<file path="src/rtl/mandala_pkg.sv">
// Shared types, constants and geometry helpers for the mandala layer engine.
// Mode encodings match the 2-bit mode request field.
package mandala_pkg;

  typedef enum logic [1:0] {
    MODE_ROTATE  = 2'd0,
    MODE_PULSE   = 2'd1,
    MODE_CHECKER = 2'd2,
    MODE_SOLID   = 2'd3
  } mode_t;

  localparam int PIPE_LAT     = 3;
  localparam int PAL_STEP     = 13;
  localparam int DEF_CENTER_X = 320;
  localparam int DEF_CENTER_Y = 240;

  function automatic logic [9:0] abs_diff(input logic [9:0] a, input logic [9:0] b);
    return (a >= b) ? (a - b) : (b - a);
  endfunction

  // Octagonal distance approximation: max + min/2 always fits in 11 bits.
  function automatic logic [10:0] oct_radius(input logic [9:0] dx, input logic [9:0] dy);
    logic [9:0] hi;
    logic [9:0] lo;
    hi = (dx >= dy) ? dx : dy;
    lo = (dx >= dy) ? dy : dx;
    return {1'b0, hi} + 11'(lo >> 1);
  endfunction

endpackage

</file>
<file path="src/rtl/mandala_layer_engine_if.sv">
// Video-side bundle: pixel position/syncs in, colour and delayed syncs out.
// The source (timing generator or bench) is the master; the engine is the slave.
interface mandala_layer_engine_if #(
  parameter int COLOR_BITS = 2
);
  logic [9:0]            pix_x;
  logic [9:0]            pix_y;
  logic                  de_in;
  logic                  hsync_in;
  logic                  vsync_in;
  logic                  hsync_out;
  logic                  vsync_out;
  logic                  de_out;
  logic [COLOR_BITS-1:0] r;
  logic [COLOR_BITS-1:0] g;
  logic [COLOR_BITS-1:0] b;

  modport master (
    output pix_x, pix_y, de_in, hsync_in, vsync_in,
    input  hsync_out, vsync_out, de_out, r, g, b
  );

  modport slave (
    input  pix_x, pix_y, de_in, hsync_in, vsync_in,
    output hsync_out, vsync_out, de_out, r, g, b
  );
endinterface

</file>
<file path="src/rtl/mandala_anim_ctrl.sv">
// Frame-rate animation control: vsync tick, config shadowing, speed prescaler,
// pause/single-step and the free-running frame counter.
module mandala_anim_ctrl
  import mandala_pkg::*;
#(
  parameter int SPEED_W = 4
) (
  input  logic               clk,
  input  logic               rst_n,
  input  logic               vsync_in,
  input  logic [1:0]         mode,
  input  logic [SPEED_W-1:0] speed,
  input  logic               pause,
  input  logic               step,
  output mode_t              mode_sh,
  output logic [7:0]         phase,
  output logic [15:0]        frame_cnt
);

  logic               vsync_prev_reg;
  logic               step_prev_reg;
  mode_t              mode_sh_reg,      mode_sh_next;
  logic [SPEED_W-1:0] speed_sh_reg,     speed_sh_next;
  logic               pause_sh_reg,     pause_sh_next;
  logic [SPEED_W-1:0] presc_reg,        presc_next;
  logic [7:0]         phase_reg,        phase_next;
  logic [15:0]        frame_cnt_reg,    frame_cnt_next;
  logic               step_pending_reg, step_pending_next;

  logic tick;
  logic step_edge;
  logic pause_eff;

  assign tick      = vsync_in & ~vsync_prev_reg;
  assign step_edge = step & ~step_prev_reg;
  // A tick that latches a new pause value obeys it immediately.
  assign pause_eff = tick ? pause : pause_sh_reg;

  always_ff @(posedge clk or negedge rst_n) begin
    if (!rst_n) begin
      vsync_prev_reg   <= 1'b0;
      step_prev_reg    <= 1'b0;
      mode_sh_reg      <= MODE_ROTATE;
      speed_sh_reg     <= '0;
      pause_sh_reg     <= 1'b0;
      presc_reg        <= '0;
      phase_reg        <= '0;
      frame_cnt_reg    <= '0;
      step_pending_reg <= 1'b0;
    end else begin
      vsync_prev_reg   <= vsync_in;
      step_prev_reg    <= step;
      mode_sh_reg      <= mode_sh_next;
      speed_sh_reg     <= speed_sh_next;
      pause_sh_reg     <= pause_sh_next;
      presc_reg        <= presc_next;
      phase_reg        <= phase_next;
      frame_cnt_reg    <= frame_cnt_next;
      step_pending_reg <= step_pending_next;
    end
  end

  always_comb begin
    mode_sh_next      = mode_sh_reg;
    speed_sh_next     = speed_sh_reg;
    pause_sh_next     = pause_sh_reg;
    presc_next        = presc_reg;
    phase_next        = phase_reg;
    frame_cnt_next    = frame_cnt_reg;
    step_pending_next = step_pending_reg;

    if (tick) begin
      mode_sh_next   = mode_t'(mode);
      speed_sh_next  = speed;
      pause_sh_next  = pause;
      frame_cnt_next = frame_cnt_reg + 16'd1;
      if (!pause_eff) begin
        step_pending_next = 1'b0;
        if (presc_reg == speed_sh_reg) begin
          presc_next = '0;
          phase_next = phase_reg + 8'd1;
        end else begin
          presc_next = presc_reg + 1'b1;
        end
      end else if (step_pending_reg) begin
        phase_next        = phase_reg + 8'd1;
        step_pending_next = 1'b0;
      end
    end

    // An edge arriving with the tick survives it and waits for the next one.
    if (step_edge) begin
      step_pending_next = 1'b1;
    end
  end

  assign mode_sh   = mode_sh_reg;
  assign phase     = phase_reg;
  assign frame_cnt = frame_cnt_reg;

endmodule

</file>
<file path="src/rtl/mandala_layer_engine.sv">
// Three-stage mandala pixel pipeline (distance, ring/angle, colour) with a
// matching sync delay line; animation state comes from mandala_anim_ctrl.
module mandala_layer_engine
  import mandala_pkg::*;
#(
  parameter int NUM_LAYERS = 7,
  parameter int RING_SHIFT = 5,
  parameter int COLOR_BITS = 2,
  parameter int CENTER_X   = DEF_CENTER_X,
  parameter int CENTER_Y   = DEF_CENTER_Y,
  parameter int SPEED_W    = 4
) (
  input  logic                   clk,
  input  logic                   rst_n,
  mandala_layer_engine_if.slave  vid,
  input  logic [1:0]             mode,
  input  logic [SPEED_W-1:0]     speed,
  input  logic                   pause,
  input  logic                   step,
  output logic [15:0]            frame_cnt
);

  localparam int          CW         = 3 * COLOR_BITS;
  localparam logic [9:0]  CX         = 10'(CENTER_X);
  localparam logic [9:0]  CY         = 10'(CENTER_Y);
  localparam logic [10:0] RING_LIMIT = 11'(NUM_LAYERS);
  localparam logic [3:0]  NL4        = 4'(NUM_LAYERS);

  mode_t      mode_sh;
  logic [7:0] phase;

  mandala_anim_ctrl #(
    .SPEED_W (SPEED_W)
  ) u_anim (
    .clk       (clk),
    .rst_n     (rst_n),
    .vsync_in  (vid.vsync_in),
    .mode      (mode),
    .speed     (speed),
    .pause     (pause),
    .step      (step),
    .mode_sh   (mode_sh),
    .phase     (phase),
    .frame_cnt (frame_cnt)
  );

  logic [9:0]    dx_s1, dy_s1;
  logic [10:0]   radius;
  logic [10:0]   ring_next;
  logic [7:0]    xr;
  logic [7:0]    ang_next;
  logic [10:0]   ring_s2;
  logic [7:0]    ang_s2;
  logic [7:0]    phase_s2;
  logic          chk_s2;
  logic [3:0]    pulse_ring;
  logic          mode_hit;
  logic          lit;
  logic          de_s2;
  logic [CW-1:0] colour_next;
  logic [CW-1:0] colour_reg;
  logic [2:0]    sync_d [PIPE_LAT];

  always_comb begin
    radius    = oct_radius(dx_s1, dy_s1);
    ring_next = radius >> RING_SHIFT;
    xr        = dx_s1[7:0] ^ dy_s1[7:0];
    // Odd and even rings spin in opposite directions.
    ang_next  = ring_next[0] ? (xr + phase) : (xr - phase);
  end

  always_ff @(posedge clk or negedge rst_n) begin
    if (!rst_n) begin
      dx_s1    <= '0;
      dy_s1    <= '0;
      ring_s2  <= '0;
      ang_s2   <= '0;
      phase_s2 <= '0;
      chk_s2   <= 1'b0;
    end else begin
      dx_s1    <= abs_diff(vid.pix_x, CX);
      dy_s1    <= abs_diff(vid.pix_y, CY);
      ring_s2  <= ring_next;
      ang_s2   <= ang_next;
      phase_s2 <= phase;
      chk_s2   <= dx_s1[4] ^ dy_s1[4];
    end
  end

  assign pulse_ring = phase_s2[7:4] % NL4;
  assign de_s2      = sync_d[PIPE_LAT-2][0];

  always_comb begin
    mode_hit = 1'b0;
    case (mode_sh)
      MODE_ROTATE:  mode_hit = 1'(ang_s2 >> 5) ^ ring_s2[0];
      MODE_PULSE:   mode_hit = (ring_s2[3:0] == pulse_ring);
      MODE_CHECKER: mode_hit = chk_s2 ^ phase_s2[3];
      MODE_SOLID:   mode_hit = 1'b1;
      default:      mode_hit = 1'b0;
    endcase
    lit = (ring_s2 < RING_LIMIT) && mode_hit;
    colour_next = '0;
    if (lit && de_s2) begin
      colour_next = CW'(phase_s2 >> 2) + CW'(32'(ring_s2) * PAL_STEP);
    end
  end

  always_ff @(posedge clk or negedge rst_n) begin
    if (!rst_n) begin
      colour_reg <= '0;
      for (int i = 0; i < PIPE_LAT; i++) begin
        sync_d[i] <= '0;
      end
    end else begin
      colour_reg <= colour_next;
      sync_d[0]  <= {vid.hsync_in, vid.vsync_in, vid.de_in};
      for (int i = 1; i < PIPE_LAT; i++) begin
        sync_d[i] <= sync_d[i-1];
      end
    end
  end

  assign vid.hsync_out = sync_d[PIPE_LAT-1][2];
  assign vid.vsync_out = sync_d[PIPE_LAT-1][1];
  assign vid.de_out    = sync_d[PIPE_LAT-1][0];
  assign vid.r         = colour_reg[CW-1 -: COLOR_BITS];
  assign vid.g         = colour_reg[2*COLOR_BITS-1 -: COLOR_BITS];
  assign vid.b         = colour_reg[COLOR_BITS-1:0];

endmodule

</file>
<file path="src/flat_wrapper.sv">
// flat-port wrapper written by rule: the top's interface ports become plain ports
module mandala_layer_engine_flat import mandala_pkg::*;
#(
  parameter int NUM_LAYERS = 7,
  parameter int RING_SHIFT = 5,
  parameter int COLOR_BITS = 2,
  parameter int CENTER_X   = DEF_CENTER_X,
  parameter int CENTER_Y   = DEF_CENTER_Y,
  parameter int SPEED_W    = 4
)
  (clk, rst_n, mode, speed, pause, step, frame_cnt, vid_pix_x, vid_pix_y, vid_de_in, vid_hsync_in, vid_vsync_in, vid_hsync_out, vid_vsync_out, vid_de_out, vid_r, vid_g, vid_b);
  mandala_layer_engine_if #(.COLOR_BITS(COLOR_BITS)) vid_i ();
  input  logic clk;
  input  logic rst_n;
  input  logic [1:0] mode;
  input  logic [SPEED_W-1:0] speed;
  input  logic pause;
  input  logic step;
  output logic [15:0] frame_cnt;
  input wire logic [$bits(vid_i.pix_x)-1:0] vid_pix_x;
  input wire logic [$bits(vid_i.pix_y)-1:0] vid_pix_y;
  input wire logic [$bits(vid_i.de_in)-1:0] vid_de_in;
  input wire logic [$bits(vid_i.hsync_in)-1:0] vid_hsync_in;
  input wire logic [$bits(vid_i.vsync_in)-1:0] vid_vsync_in;
  output wire logic [$bits(vid_i.hsync_out)-1:0] vid_hsync_out;
  output wire logic [$bits(vid_i.vsync_out)-1:0] vid_vsync_out;
  output wire logic [$bits(vid_i.de_out)-1:0] vid_de_out;
  output wire logic [$bits(vid_i.r)-1:0] vid_r;
  output wire logic [$bits(vid_i.g)-1:0] vid_g;
  output wire logic [$bits(vid_i.b)-1:0] vid_b;
  assign vid_i.pix_x = vid_pix_x;
  assign vid_i.pix_y = vid_pix_y;
  assign vid_i.de_in = vid_de_in;
  assign vid_i.hsync_in = vid_hsync_in;
  assign vid_i.vsync_in = vid_vsync_in;
  assign vid_hsync_out = vid_i.hsync_out;
  assign vid_vsync_out = vid_i.vsync_out;
  assign vid_de_out = vid_i.de_out;
  assign vid_r = vid_i.r;
  assign vid_g = vid_i.g;
  assign vid_b = vid_i.b;
  mandala_layer_engine #(.NUM_LAYERS(NUM_LAYERS), .RING_SHIFT(RING_SHIFT), .COLOR_BITS(COLOR_BITS), .CENTER_X(CENTER_X), .CENTER_Y(CENTER_Y), .SPEED_W(SPEED_W)) u_core (.clk(clk), .rst_n(rst_n), .vid(vid_i), .mode(mode), .speed(speed), .pause(pause), .step(step), .frame_cnt(frame_cnt));
endmodule
</file>
<file path="config.mk">
export PLATFORM = sky130hd
export DESIGN_NAME = mandala_layer_engine_flat
export DESIGN_NICKNAME = d
export VERILOG_FILES = /design/src/rtl/mandala_pkg.sv /design/src/rtl/mandala_layer_engine_if.sv /design/src/rtl/mandala_anim_ctrl.sv /design/src/rtl/mandala_layer_engine.sv /design/src/flat_wrapper.sv
export SDC_FILE = /design/constraint.sdc
export NUM_CORES = 1
export LEC_CHECK = 0
export ABC_AREA = 0
export BUFFER_PORTS_ARGS = -buffer_cell sky130_fd_sc_hd__buf_2
export CORE_MARGIN = 10
export CORE_UTILIZATION = 50
export CTS_BUF_LIST = sky130_fd_sc_hd__clkbuf_16
export CTS_CLUSTER_DIAMETER = 50
export DETAILED_ROUTE_END_ITERATION = 10
export PLACE_DENSITY = 0.72
export SYNTH_ARGS = -nofsm -noshare
export SYNTH_HDL_FRONTEND = slang
export SYNTH_HIERARCHICAL = 1
export SYNTH_SLANG_ARGS = --single-unit
</file>
<file path="constraint.sdc">
create_clock -name clk -period 4.8 [get_ports clk]
set_input_delay 0.24 -clock clk [delete_from_list [all_inputs] [get_ports clk]]
set_output_delay 0.24 -clock clk [all_outputs]
set_load 0.02 [all_outputs]
</file>
After elaboration in Yosys (flattened, before gate mapping)
Cells that the tools add are included.
- bits in registers: 94
- output and inout bits: 25
- $add $sub $neg: 11
- multipliers: 1
- div/mod/pow operators: 1
- magnitude comparators: 4
- equal/unequal tests: 6
- multiplexer cells: 14
- bitwise operators: 9
- reduce and logical (&&, ||, !) cells: 7
- operator list (cell ; count):
    $mux 10 ; 4
    $mux 8 ; 3
    $add 16x1->16 const B ; 1
    $add 6x6->6 ; 2
    $mux 6 ; 2
    $add 10x9->11 ; 1
    $ge 10x10->1 ; 1
    $ge 10x8->1 const B ; 1
    $ge 10x9->1 const B ; 1
    $sub 10x8->10 const B ; 1
    $sub 10x9->10 const B ; 1
    $sub 8x10->10 const A ; 1
    $sub 9x10->10 const A ; 1
    $add 8x1->8 const B ; 1
    $eq 4x4->1 ; 2
    $lt 6x3->1 const B ; 1
    $mul 6x4->6 const B ; 1
    $sub 6x6->6 ; 1
    $xor 6x6->6 ; 1
    $add 4x1->4 const B ; 1
    $eq 2x2->1 const B ; 2
    $mod 4x3->4 const B ; 1
    $mux 4 ; 1
    $pmux 1 s4 ; 1
    other kinds (11) ; 20

Logic depth before layout (Yosys ltp)
Gate-level depths: netlist of run 1.
- depth in word-level cells: 6
- depth in mapped cells: 23
- depth with buffers taken out: 22

By module
Netlist of run 1, hierarchy kept.
- modules (own cells, without submodules) (module ; times used ; cells each ; area each (um2) ; sequential area each (um2)):
    mandala_layer_engine ; 1 ; 381 ; 3611.0 ; 1226.2
    mandala_anim_ctrl ; 1 ; 148 ; 1621.6 ; 925.9

Worst setup path after synthesis of run 1
Ideal clock, no wire load.
- kind: reg2reg
- start: register u_core.dx_s1[8]
- end: register u_core.ang_s2[5]
- arrival: 4725 ps
- slack: -51 ps
- cell stages (with the launch flop): 21
- buffers on the path: 1
- clock period less this slack: 4851 ps
- cells stage by stage: dfrtp_1 -> ha_1 -> nand4_1 -> o311a_1 -> nand2_1 -> buf_2 -> mux2_2 -> ha_1 -> a211oi_1 -> o31ai_1 -> mux2i_1 -> nor3_2 -> o21ai_1 -> mux2_2 -> ha_1 -> and3b_1 -> o21a_1 -> o21ai_0 -> nand2b_1 -> a311o_1 -> xnor2_1
- word-level cells in the longest chain between the ends: 4
- elaborated cells on any way between the ends: 5
- RTL lines (what ; line ; source):
    start, declared ; mandala_layer_engine.sv:47 ; logic [9:0] dx_s1, dy_s1;
    start signal, assigned ; mandala_layer_engine.sv:81 ; dx_s1 <= abs_diff(vid.pix_x, CX);
    $ge 10x10->1 * ; mandala_pkg.sv:25, mandala_pkg.sv:26 ;
    $mux 10 (on tied branches) ; mandala_pkg.sv:25, mandala_pkg.sv:26 ;
    $add 10x9->11 * ; mandala_pkg.sv:27 ; return {1'b0, hi} + 11'(lo >> 1);
    net u_core.radius[5] ; mandala_layer_engine.sv:48 ; logic [10:0] radius;
    $mux 6 * ; mandala_layer_engine.sv:69 ; ang_next = ring_next[0] ? (xr + phase) : (xr - phase);
    net u_core.ang_next[5] ; mandala_layer_engine.sv:51 ; logic [7:0] ang_next;
    end signal, assigned ; mandala_layer_engine.sv:84 ; ang_s2 <= ang_next;
    end, declared ; mandala_layer_engine.sv:53 ; logic [7:0] ang_s2;
Mark *: on every way through the listed nets, which the timed path passes. The rest lies on a longest branch.
A chain may end at the register's enable or synchronous reset.

Worst setup path after layout of run 1
- start: register u_core.dx_s1[4]
- end: register u_core.ang_s2[5]
- word-level cells in the longest chain between the ends: 4
- elaborated cells on any way between the ends: 8
- RTL lines (what ; line):
    $ge 10x10->1 ; mandala_pkg.sv:25, mandala_pkg.sv:26
    $mux 10 (on tied branches) ; mandala_pkg.sv:25, mandala_pkg.sv:26
    $add 10x9->11 * ; mandala_pkg.sv:27
    net u_core.radius[5] ; mandala_layer_engine.sv:48
    $mux 6 * ; mandala_layer_engine.sv:69
    net u_core.ang_next[5] ; mandala_layer_engine.sv:51
Marks and branches as above.

==> summary.md, run 1 <==
| Metric | Value |
|---|---|
| Achievable clock frequency | `210.2 MHz` |
| Critical path data arrival time | `4.97 ns` |
| P per Cell Area | `516.4 nW/µm²` |
| Vias | `4066` |
| Die Y | `122.3 µm` |
| Die W | `122.3 µm` |
| CP required | `5.01 ns` |
| Row count | `37` |
| Area leader, netlist | `dfrtp_1` |
| Routed length on met1 | `5.021 mm` |
| Crit-path max FO | `8` |
| CTS tree | `built` |
| Total design power | `0.003247 W` |
| Yosys reg bits | `86` |
| Post-synthesis sequential area ratio | `41.13%` |
| Most common cell in the netlist | `dfrtp_1` |
| Post-synth top cells | `dfrtp_1 (86), nand2_1 (52), inv_1 (50)` |
| Initial DRC Count | `249` |
| Status | `completed` |
| Die area | `14960 µm²` |
| RD Place Congestion | `0.8788` |
| Total GRT Usage | `15.14%` |
| Worst Tran Pin Value | `0.6827 ns` |
| Synth top area share | `41.13%` |
| Max Clock Skew | `0.008642 ns` |
| Setup ws final | `0.04349 ns` |
| Drt wl/cell | `14.93 µm` |
| CTS H-tree depth | `3` |
| Distinct cells, synth | `55` |
| Ys Warns | `6` |
| Async set-or-reset flop fraction in the synthesized netlist | `100.0%` |
| Largest net degree at the start of global routing | `48` |
| Worst vdd ir | `0.0002286 V` |
| Hold Vio Cnt, Final | `0` |
| Worst slack at placement | `-0.2205 ns` |
| WL final | `11.33 mm` |
| Clock transition at path regs | `0.06 ns` |
| Critical path class | `reg2reg` |
| Port-buffer cells | `57` |
| Startpoint types | `flop` |
| Worst-skew pair later-pin latency | `0.34 ns` |
| Clock sink total | `86` |
| Synth Area per Inst | `9.891 µm²` |
| Layout area overhead | `20.18%` |
| Final #Nets | `702` |
| Max-slew violation count | `0` |
| Mapped Area | `5233 µm²` |
| Via density | `5.357` |
| Antenna violations before repair | `0` |
| Crit share post-route | `99.09%` |
| Num ports | `58` |
| Met3 wire length | `380 µm` |
| Final setup viols | `0` |
| Leak | `3.028 nW` |
| Initial Util | `50.91%` |
| Core ar. | `10280 µm²` |
| Layout cells sized above 1 | `21.67%` |
| # DRC | `0` |
| Antenna cells | `0` |
| Layout Utilization | `61.19%` |
| Number of flops mapped to enable cells by yosys | `0` |
| Clock buffer depth | `2` |
| CTS Buf Count | `9` |
| DR pass1 iterations | `4` |
| Vias in the first global route | `4138` |
| Met2 wire len | `5.775 mm` |
| Max-Slew Margin vs Limit | `53.77%` |
| Top sig layer | `met4` |
| Antenna Nets Post-Route | `0` |
| Wire length of the first global-routing pass | `18.88 mm` |
| CTS Root Cell | `clkbuf_16` |
| GRT overflow | `0` |
| Syn_nets | `613` |
| Ys flop type | `dfrtp_1` |
| Post-Syn Instances | `529` |
| Post-DP HPWL | `8.495 mm` |
| Min Tclk post-route | `4.757 ns` |
| Hold crit path type | `in2reg` |
| Max-Cap Viols | `0` |
| Largest register FFs | `16` |
| Most area-consuming cells after synthesis | `dfrtp_1 (41%), ha_1 (11%), xnor2_1 (6.2%)` |
| Critical path endpoint category | `flop` |
## cell type report
cell class | count | area, µm²
Inverter | 50 | 187.7
Clock inverter | 7 | 56.30
Sequential cell | 86 | 2152
Multi-Input combinational cell | 389 | 3009
Fill cell | 892 | 3989
Tap cell | 136 | 170.2
Clock buffer | 9 | 225.2
Timing Repair Buffer | 82 | 488.0
## cell usage in the layout, fill, tap and decap left out, types with 9 or more instances in the layout
master	Yosys	final
buf_2	1	56
nand4_1	9	9
nor2_1	26	26
mux2_2	11	10
xor2_1	23	23
nand2_1	52	51
dfrtp_1	86	86
nor3_1	12	9
a21oi_1	16	14
nand3_1	17	16
xnor2_1	37	37
clkbuf_16	0	9
nand2b_1	12	12
o21ai_0	25	21
inv_1	50	49
buf_4	0	22
ha_1	47	41
## through the flow
step / std cells / hold slack (ns) / cell area (µm²) / setup TNS [ns]
final: 759 / 0.01094 / 6289 / 0
after floorplan: 529 / -0.05559 / 5243 / 0
after global placement: 735 / 0.2421 / 5812 / 0
after global routing: 759 / 0.008128 / 6289 / -0.1544
after detailed placement: 735 / 0.2455 / 5812 / -0.2205
after CTS: 754 / 0.0005548 / 6157 / 0
## critical path: stages, from the launching register on
cell      delay, ns
dfrtp_1        0.41
ha_1           0.33
nand4_1        0.15
o311a_1        0.41
nand2_4        0.14
mux2_2         0.37
ha_2           0.34
o21ai_2        0.11
nor3_2         0.22
mux2i_1        0.23
nor3_2         0.07
o21ai_2        0.22
mux2_4         0.32
ha_1           0.28
and3b_1        0.16
o21a_1         0.19
o21ai_2        0.17
nand2b_1       0.08
a311o_1        0.29
xnor2_1        0.13
## worst paths after layout
path / from / endpoint / slack (ns) / cells after the start
max: u_core/dx_s1[4]$_DFF_PN0_ / u_core/ang_s2[5]$_DFF_PN0_ / 0.04 / 19
min: vid_de_in / u_core/sync_d[6]$_DFF_PN0_ / 0.01 / 1
max reg2reg: u_core/dx_s1[4]$_DFF_PN0_ / u_core/ang_s2[5]$_DFF_PN0_ / 0.04 / 19
min reg2reg: u_core/sync_d[6]$_DFF_PN0_ / u_core/de_s2$_DFF_PN0_ / 0.35 / 0
max in group asynchronous: rst_n / u_core/dy_s1[8]$_DFF_PN0_ / 3.41 / 3
min in group asynchronous: rst_n / u_core/colour_reg[2]$_DFF_PN0_ / 0.40 / 2
## report_power, final
group / leakage, nW / switching [W] / internal [W]
Sequential: 1.08 / 0.000147 / 0.000855
Clock: 0.132 / 0.000304 / 0.000357
Combinational: 1.82 / 0.000826 / 0.000757
Total: 3.03 / 0.00128 / 0.00197
## logic make-up after synthesis
family                     count (synthesis)  share of synthesized area, %
AOI/OAI and AO/OA                         93                         11.72
adders and majority gates                 51                         12.77
buffers and inverters                     54                         3.898
xor gates and xnor gates                  60                         10.04
DFF                                       86                         41.13
and+or+nand+nor                          166                         16.52
muxes                                     19                         3.922
## per-layer routing
| metal | GRT usage [%] | vias up |
|---|---|---|
| met5 | 0 | - |
| met4 | 4.197 | 0 |
| met3 | 2.617 | 12 |
| met2 | 26.35 | 75 |
| met1 | 18.92 | 1951 |
| li1 | - | 2028 |
## timing repair
action	CTS	global route
buffers inserted	1	5
setup endpoints to repair	1	1
pin swaps	3	13
resized for setup	10	18
hold buffers	2	0
hold endpoints to repair	40	0
Power figures use the tool's default switching activity.
==> inputs of run 2 (changes only) <==
==> constraint.sdc (replaced) <==
create_clock -name clk -period 4.8 [get_ports clk]
set_input_delay 0.72 -clock clk [delete_from_list [all_inputs] [get_ports clk]]
set_output_delay 0.72 -clock clk [all_outputs]
set_load 0.02 [all_outputs]
==> run 2 against run 1 <==
Core utilization is 0.19 points lower. Total power about the same. Count of clock-buffer cells in the layout stayed put. Clock skew hardly changed.
==> summary.md, run 2 (synthesis results as in run 1) <==
| Metric | Value |
|---|---|
| Status | `completed` |
| GRT overflow | `0` |
| Worst Tran Pin Value | `0.6833 ns` |
| Most frequent cells in the layout | `dfrtp_1 (86), buf_2 (56), nand2_1 (51)` |
| Clock sink total | `86` |
| Final #Nets | `700` |
| Drt wl/cell | `14.97 µm` |
| RD Place Congestion | `0.8788` |
| Core ar. | `10280 µm²` |
| Min Tclk post-route | `4.756 ns` |
| CP required | `5.01 ns` |
| P per Cell Area | `517.9 nW/µm²` |
| CTS H-tree depth | `3` |
| Achievable clock frequency | `210.3 MHz` |
| # DRC | `0` |
| Max-Slew Margin vs Limit | `53.72%` |
| Row count | `37` |
| Hold Vio Cnt, Final | `0` |
| Vias | `4055` |
| Initial Util | `50.91%` |
| Worst vdd ir | `0.0002263 V` |
| Worst-skew pair later-pin latency | `0.34 ns` |
| Antenna cells | `0` |
| Critical path data arrival time | `4.97 ns` |
| Via density | `5.357` |
| CTS tree | `built` |
| Wire length of the first global-routing pass | `18.84 mm` |
| DR pass1 iterations | `4` |
| Max-Cap Viols | `0` |
| Clock buffer depth | `2` |
| Num ports | `58` |
| CTS Root Cell | `clkbuf_16` |
| Layout Utilization | `60.99%` |
| Routed length on met1 | `4.996 mm` |
| WL final | `11.33 mm` |
| Layout cells sized above 1 | `21.74%` |
| Vias in the first global route | `4129` |
| Post-Place Cell Area | `5812 µm²` |
| Met2 wire len | `5.792 mm` |
| Initial DRC Count | `281` |
| Hold crit path type | `in2async` |
| Post-DP HPWL | `8.495 mm` |
| Antenna violations before repair | `0` |
| Most common cell after layout, fill and taps aside | `dfrtp_1` |
| Die W | `122.3 µm` |
| Sw Share | `39.37%` |
| Crit share post-route | `99.09%` |
| Met3 wire length | `399 µm` |
| Largest net degree at the start of global routing | `48` |
| Clk pwr share | `20.4%` |
| Crit-path max FO | `8` |
| Leak | `3.019 nW` |
| Critical path endpoint category | `flop` |
| Total GRT Usage | `15.12%` |
| Final setup viols | `0` |
| Sw Pwr | `0.001278 W` |
| Die area | `14960 µm²` |
| Layout area overhead | `19.80%` |
| Post-route cell area | `6269 µm²` |
| Combinational share of power | `48.7%` |
| Largest register FFs | `16` |
| Startpoint types | `flop` |
| Max-slew violation count | `0` |
| Max Clock Skew | `0.008388 ns` |
| Top sig layer | `met4` |
| CTS Buf Count | `9` |
| Critical path class | `reg2reg` |
| Seq pwr share | `30.9%` |
| Clock transition at path regs | `0.07 ns` |
| Antenna Nets Post-Route | `0` |
| P_int | `0.001968 W` |
| Die Y | `122.3 µm` |
| Port-buffer cells | `57` |
-- run 2: cell types whose count changed in the layout (fill, tap and decap cells not counted) --
cell	delta
dlygate4sd3_1	-2
-- run 2: layout make-up --
type | count | area, µm²
Fill cell | 893 | 4009
Multi-Input combinational cell | 389 | 3009
Sequential cell | 86 | 2152
Timing Repair Buffer | 80 | 467.9
Clock buffer | 9 | 225.2
Inverter | 50 | 187.7
Tap cell | 136 | 170.2
Clock inverter | 7 | 56.30
-- run 2: layer usage --
metal	up-vias	track usage, %
met1	1943	18.87
li1	2024	-
met2	76	26.35
met5	-	0
met4	0	4.197
met3	12	2.617
-- run 2: repair_timing --
| item | CTS | global route |
|---|---|---|
| setup endpoints to repair | 1 | 1 |
| hold buffers | 0 | 0 |
| setup buffers | 1 | 5 |
| gates resized for setup | 10 | 18 |
| pin swaps | 3 | 13 |
-- run 2: critical path: stages, from the launching register on --
cell      delay, ns
dfrtp_1        0.41
ha_1           0.33
nand4_1        0.15
o311a_1        0.41
nand2_4        0.14
mux2_2         0.37
ha_2           0.34
o21ai_2        0.11
nor3_2         0.22
mux2i_1        0.23
nor3_2         0.07
o21ai_2        0.22
mux2_4         0.32
ha_1           0.28
and3b_1        0.16
o21a_1         0.19
o21ai_2        0.17
nand2b_1       0.08
a311o_1        0.29
xnor2_1        0.13
-- run 2: final timing paths --
| check | slack, ns | startpoint | endpoint | cells past startpoint |
|---|---|---|---|---|
| max | 0.04 | u_core/dx_s1[4]$_DFF_PN0_ | u_core/ang_s2[5]$_DFF_PN0_ | 19 |
| min | 0.34 | rst_n | u_core/colour_reg[2]$_DFF_PN0_ | 1 |
| max reg2reg | 0.04 | u_core/dx_s1[4]$_DFF_PN0_ | u_core/ang_s2[5]$_DFF_PN0_ | 19 |
| min reg2reg | 0.35 | u_core/sync_d[6]$_DFF_PN0_ | u_core/de_s2$_DFF_PN0_ | 0 |
| max in group asynchronous | 3.48 | rst_n | u_core/dy_s1[8]$_DFF_PN0_ | 2 |
| min in group clk | 0.35 | u_core/sync_d[6]$_DFF_PN0_ | u_core/de_s2$_DFF_PN0_ | 0 |
-- run 2: per-stage QoR --
stage / setup slack, ns / TNS [ns] / power (W) / instances / hold slack (ns)
after global placement: 0.004166 / 0 / 0.002395 / 735 / 0.3315
after global routing: -0.1544 / -0.1544 / 0.003527 / 757 / 0.3575
final: 0.04380 / 0 / 0.003246 / 757 / 0.3433
after CTS: 0.01840 / 0 / 0.003172 / 752 / 0.3503
after detailed placement: -0.2205 / -0.2205 / 0.002458 / 735 / 0.3358
after floorplan: 0.004945 / 0 / 0.002078 / 529 / 0.3312
-- run 2: power by group through the flow --
stage	clock (W)	sequential, W	combinational (W)
after global placement	0	0.00100	0.00139
after detailed placement	0	0.00101	0.00145
final	0.000661	0.00100	0.00158
after floorplan	0	0.00101	0.00106
after global routing	0.000713	0.00102	0.00179
after CTS	0.000682	0.00100	0.00149
==> inputs of run 3 (changes only) <==
Settings changed: CORE_UTILIZATION 50 to 54, PLACE_DENSITY 0.72 to 0.88, SKIP_CTS_REPAIR_TIMING set to 1.
==> run 3 against run 2 <==
First-iteration DRC count decreased by 27%. Design area decreased by 1.3%. Wire length increased by 3.4%. Sequential power about the same. Critical path depth increased by 1. Critical endpoint unchanged. Global-route usage increased by 1.6 points. Highest routed layer unchanged. Largest cell class unchanged. Combinational power about the same.
==> summary.md, run 3 (synthesis results as in run 1) <==
| Metric | Value |
|---|---|
| Largest register FFs | `16` |
| Critical path class | `reg2reg` |
| Critical path's most frequent cell | `ha_1` |
| Wire length of the first global-routing pass | `19.80 mm` |
| CTS Root Cell | `clkbuf_16` |
| Antenna cells | `0` |
| CTS tree | `built` |
| Largest net degree at the start of global routing | `87` |
| Num ports | `58` |
| Vias in the first global route | `4206` |
| Dpl cells | `726` |
| Antenna Nets Post-Route | `0` |
| Clock buffer depth | `2` |
| # DRC | `0` |
| Critical path endpoint category | `flop` |
| Post-DP HPWL | `8.676 mm` |
| Die Y | `118.4 µm` |
| Critical path data arrival time | `4.89 ns` |
| Status | `completed` |
| WL final | `11.72 mm` |
| Worst vdd ir | `0.0002440 V` |
| Die area | `14030 µm²` |
| CP max stage cell | `o311a_4` |
| Max Clock Skew | `0.006786 ns` |
| Layout area overhead | `18.24%` |
| CTS Buf Count | `9` |
| Die W | `118.4 µm` |
| GRT overflow | `0` |
| CP required | `5.02 ns` |
| Most frequent cells in the layout | `dfrtp_1 (86), buf_2 (56), nand2_1 (51)` |
| Vias | `4211` |
| Row count | `35` |
| Min Tclk post-route | `4.662 ns` |
| Max-Cap Viols | `0` |
| Initial DRC Count | `204` |
| Total design power | `0.003227 W` |
| Cell Count, Final, Fillers Out | `745` |
| Worst-skew pair later-pin latency | `0.34 ns` |
| Startpoint types | `flop` |
| Crit share post-route | `97.13%` |
| Peak per-stage delay on the critical path | `0.42 ns` |
| Drt wl/cell | `15.73 µm` |
| Leak | `3.005 nW` |
| Layout Utilization | `66.33%` |
| Post-Place Cell Area | `5788 µm²` |
| Max-Slew Margin vs Limit | `29.90%` |
| Hold Vio Cnt, Final | `0` |
| Port-buffer cells | `57` |
| Worst slack at placement | `-0.1453 ns` |
| Total GRT Usage | `16.72%` |
| Clock sink total | `86` |
| Final setup viols | `0` |
| DR pass1 iterations | `4` |
| Post-route cell area | `6187 µm²` |
| Crit-path max FO | `5` |
| Max-slew violation count | `0` |
| Layout cells sized above 1 | `20.78%` |
| CTS H-tree depth | `3` |
| Achievable clock frequency | `214.5 MHz` |
| Most common cell after layout, fill and taps aside | `dfrtp_1` |
| Crit-path cells | `inv_1, ha_1, nand4_1, o311a_4, nand2_4, mux2_2, ha_1, nand3_2, nor3_2, mux2i_1, a21oi_2, o21ai_2, mux2_2, ha_1, and3b_1, o21a_1, o21ai_2, nand2b_1, a311o_1, xnor2_1` |
| Filler instances | `709` |
| Clock transition at path regs | `0.06 ns` |
| Initial Util | `56.10%` |
| Final #Nets | `695` |
| Worst Tran Pin Value | `1.052 ns` |
| Hold crit path type | `reg2reg` |
| P per Cell Area | `521.6 nW/µm²` |
| Core ar. | `9328 µm²` |
| RD Place Congestion | `0.9105` |
| Setup ws final | `0.1379 ns` |
| Antenna violations before repair | `0` |
| Via density | `5.652` |
[run 3: cell types whose count changed in the layout (fill, tap and decap cells not counted), sizes merged]
cell,previous run,this run
buf,80,74
clkinv,2,3
clkinvlp,2,1
nand2,52,53
[run 3: layer usage]
| metal | wire length [µm] | share of wire (%) | GRT usage [%] |
|---|---|---|---|
| met2 | 6162 | 53 | 29.45 |
| met4 | 235 | 2.0 | 7.023 |
| met3 | 462 | 3.9 | 2.951 |
| met5 | 0 | 0 | 0 |
| met1 | 4858 | 41 | 19.59 |
[run 3: critical path: cells and delay by family (launching register included)]
| kind | cells | cell delay, ns |
|---|---|---|
| buf+inv | 1 | 0.06 |
| mux | 3 | 0.95 |
| fa+ha+maj | 3 | 0.96 |
| flops | 1 | 0.36 |
| xor+xnor | 1 | 0.13 |
| simple gates | 6 | 0.85 |
| compound gates | 6 | 1.25 |
[run 3: report_power, final]
| group | internal [W] | switching [W] |
|---|---|---|
| registers | 0.000855 | 0.000147 |
| clock network | 0.000358 | 0.000304 |
| logic | 0.000743 | 0.000820 |
| total | 0.00196 | 0.00127 |
[run 3: cell type report]
| cell class | count | area, µm² | share of cell area, % |
|---|---|---|---|
| Multi-Input combinational cell | 390 | 2988 | 48.29 |
| Sequential cell | 86 | 2152 | 34.78 |
| Timing Repair Buffer | 74 | 415.4 | 6.714 |
| Clock buffer | 9 | 225.2 | 3.640 |
| Inverter | 50 | 187.7 | 3.033 |
| Tap cell | 129 | 161.4 | 2.609 |
| Clock inverter | 7 | 57.56 | 0.9302 |
[run 3: final timing paths]
path	from	to	slack [ns]	cells past startpoint
setup / recovery	u_core/dy_s1[5]$_DFF_PN0_	u_core/ang_s2[5]$_DFF_PN0_	0.14	20
hold / removal	u_core/sync_d[8]$_DFF_PN0_	u_core/sync_d[5]$_DFF_PN0_	0.35	0
setup reg to reg	u_core/dy_s1[5]$_DFF_PN0_	u_core/ang_s2[5]$_DFF_PN0_	0.14	20
hold reg to reg	u_core/sync_d[8]$_DFF_PN0_	u_core/sync_d[5]$_DFF_PN0_	0.35	0
max in group asynchronous	rst_n	u_core/sync_d[6]$_DFF_PN0_	3.56	1
min in group asynchronous	rst_n	u_core/colour_reg[3]$_DFF_PN0_	0.55	1
[run 3: stage by stage]
stage | hold WS, ns | setup TNS (ns)
detailed placement | 0.3365 | -0.1453
floorplan | 0.3312 | 0
global route | 0.3566 | -0.03519
finish | 0.3481 | 0
global placement | 0.3327 | 0
CTS | 0.3509 | -0.1791
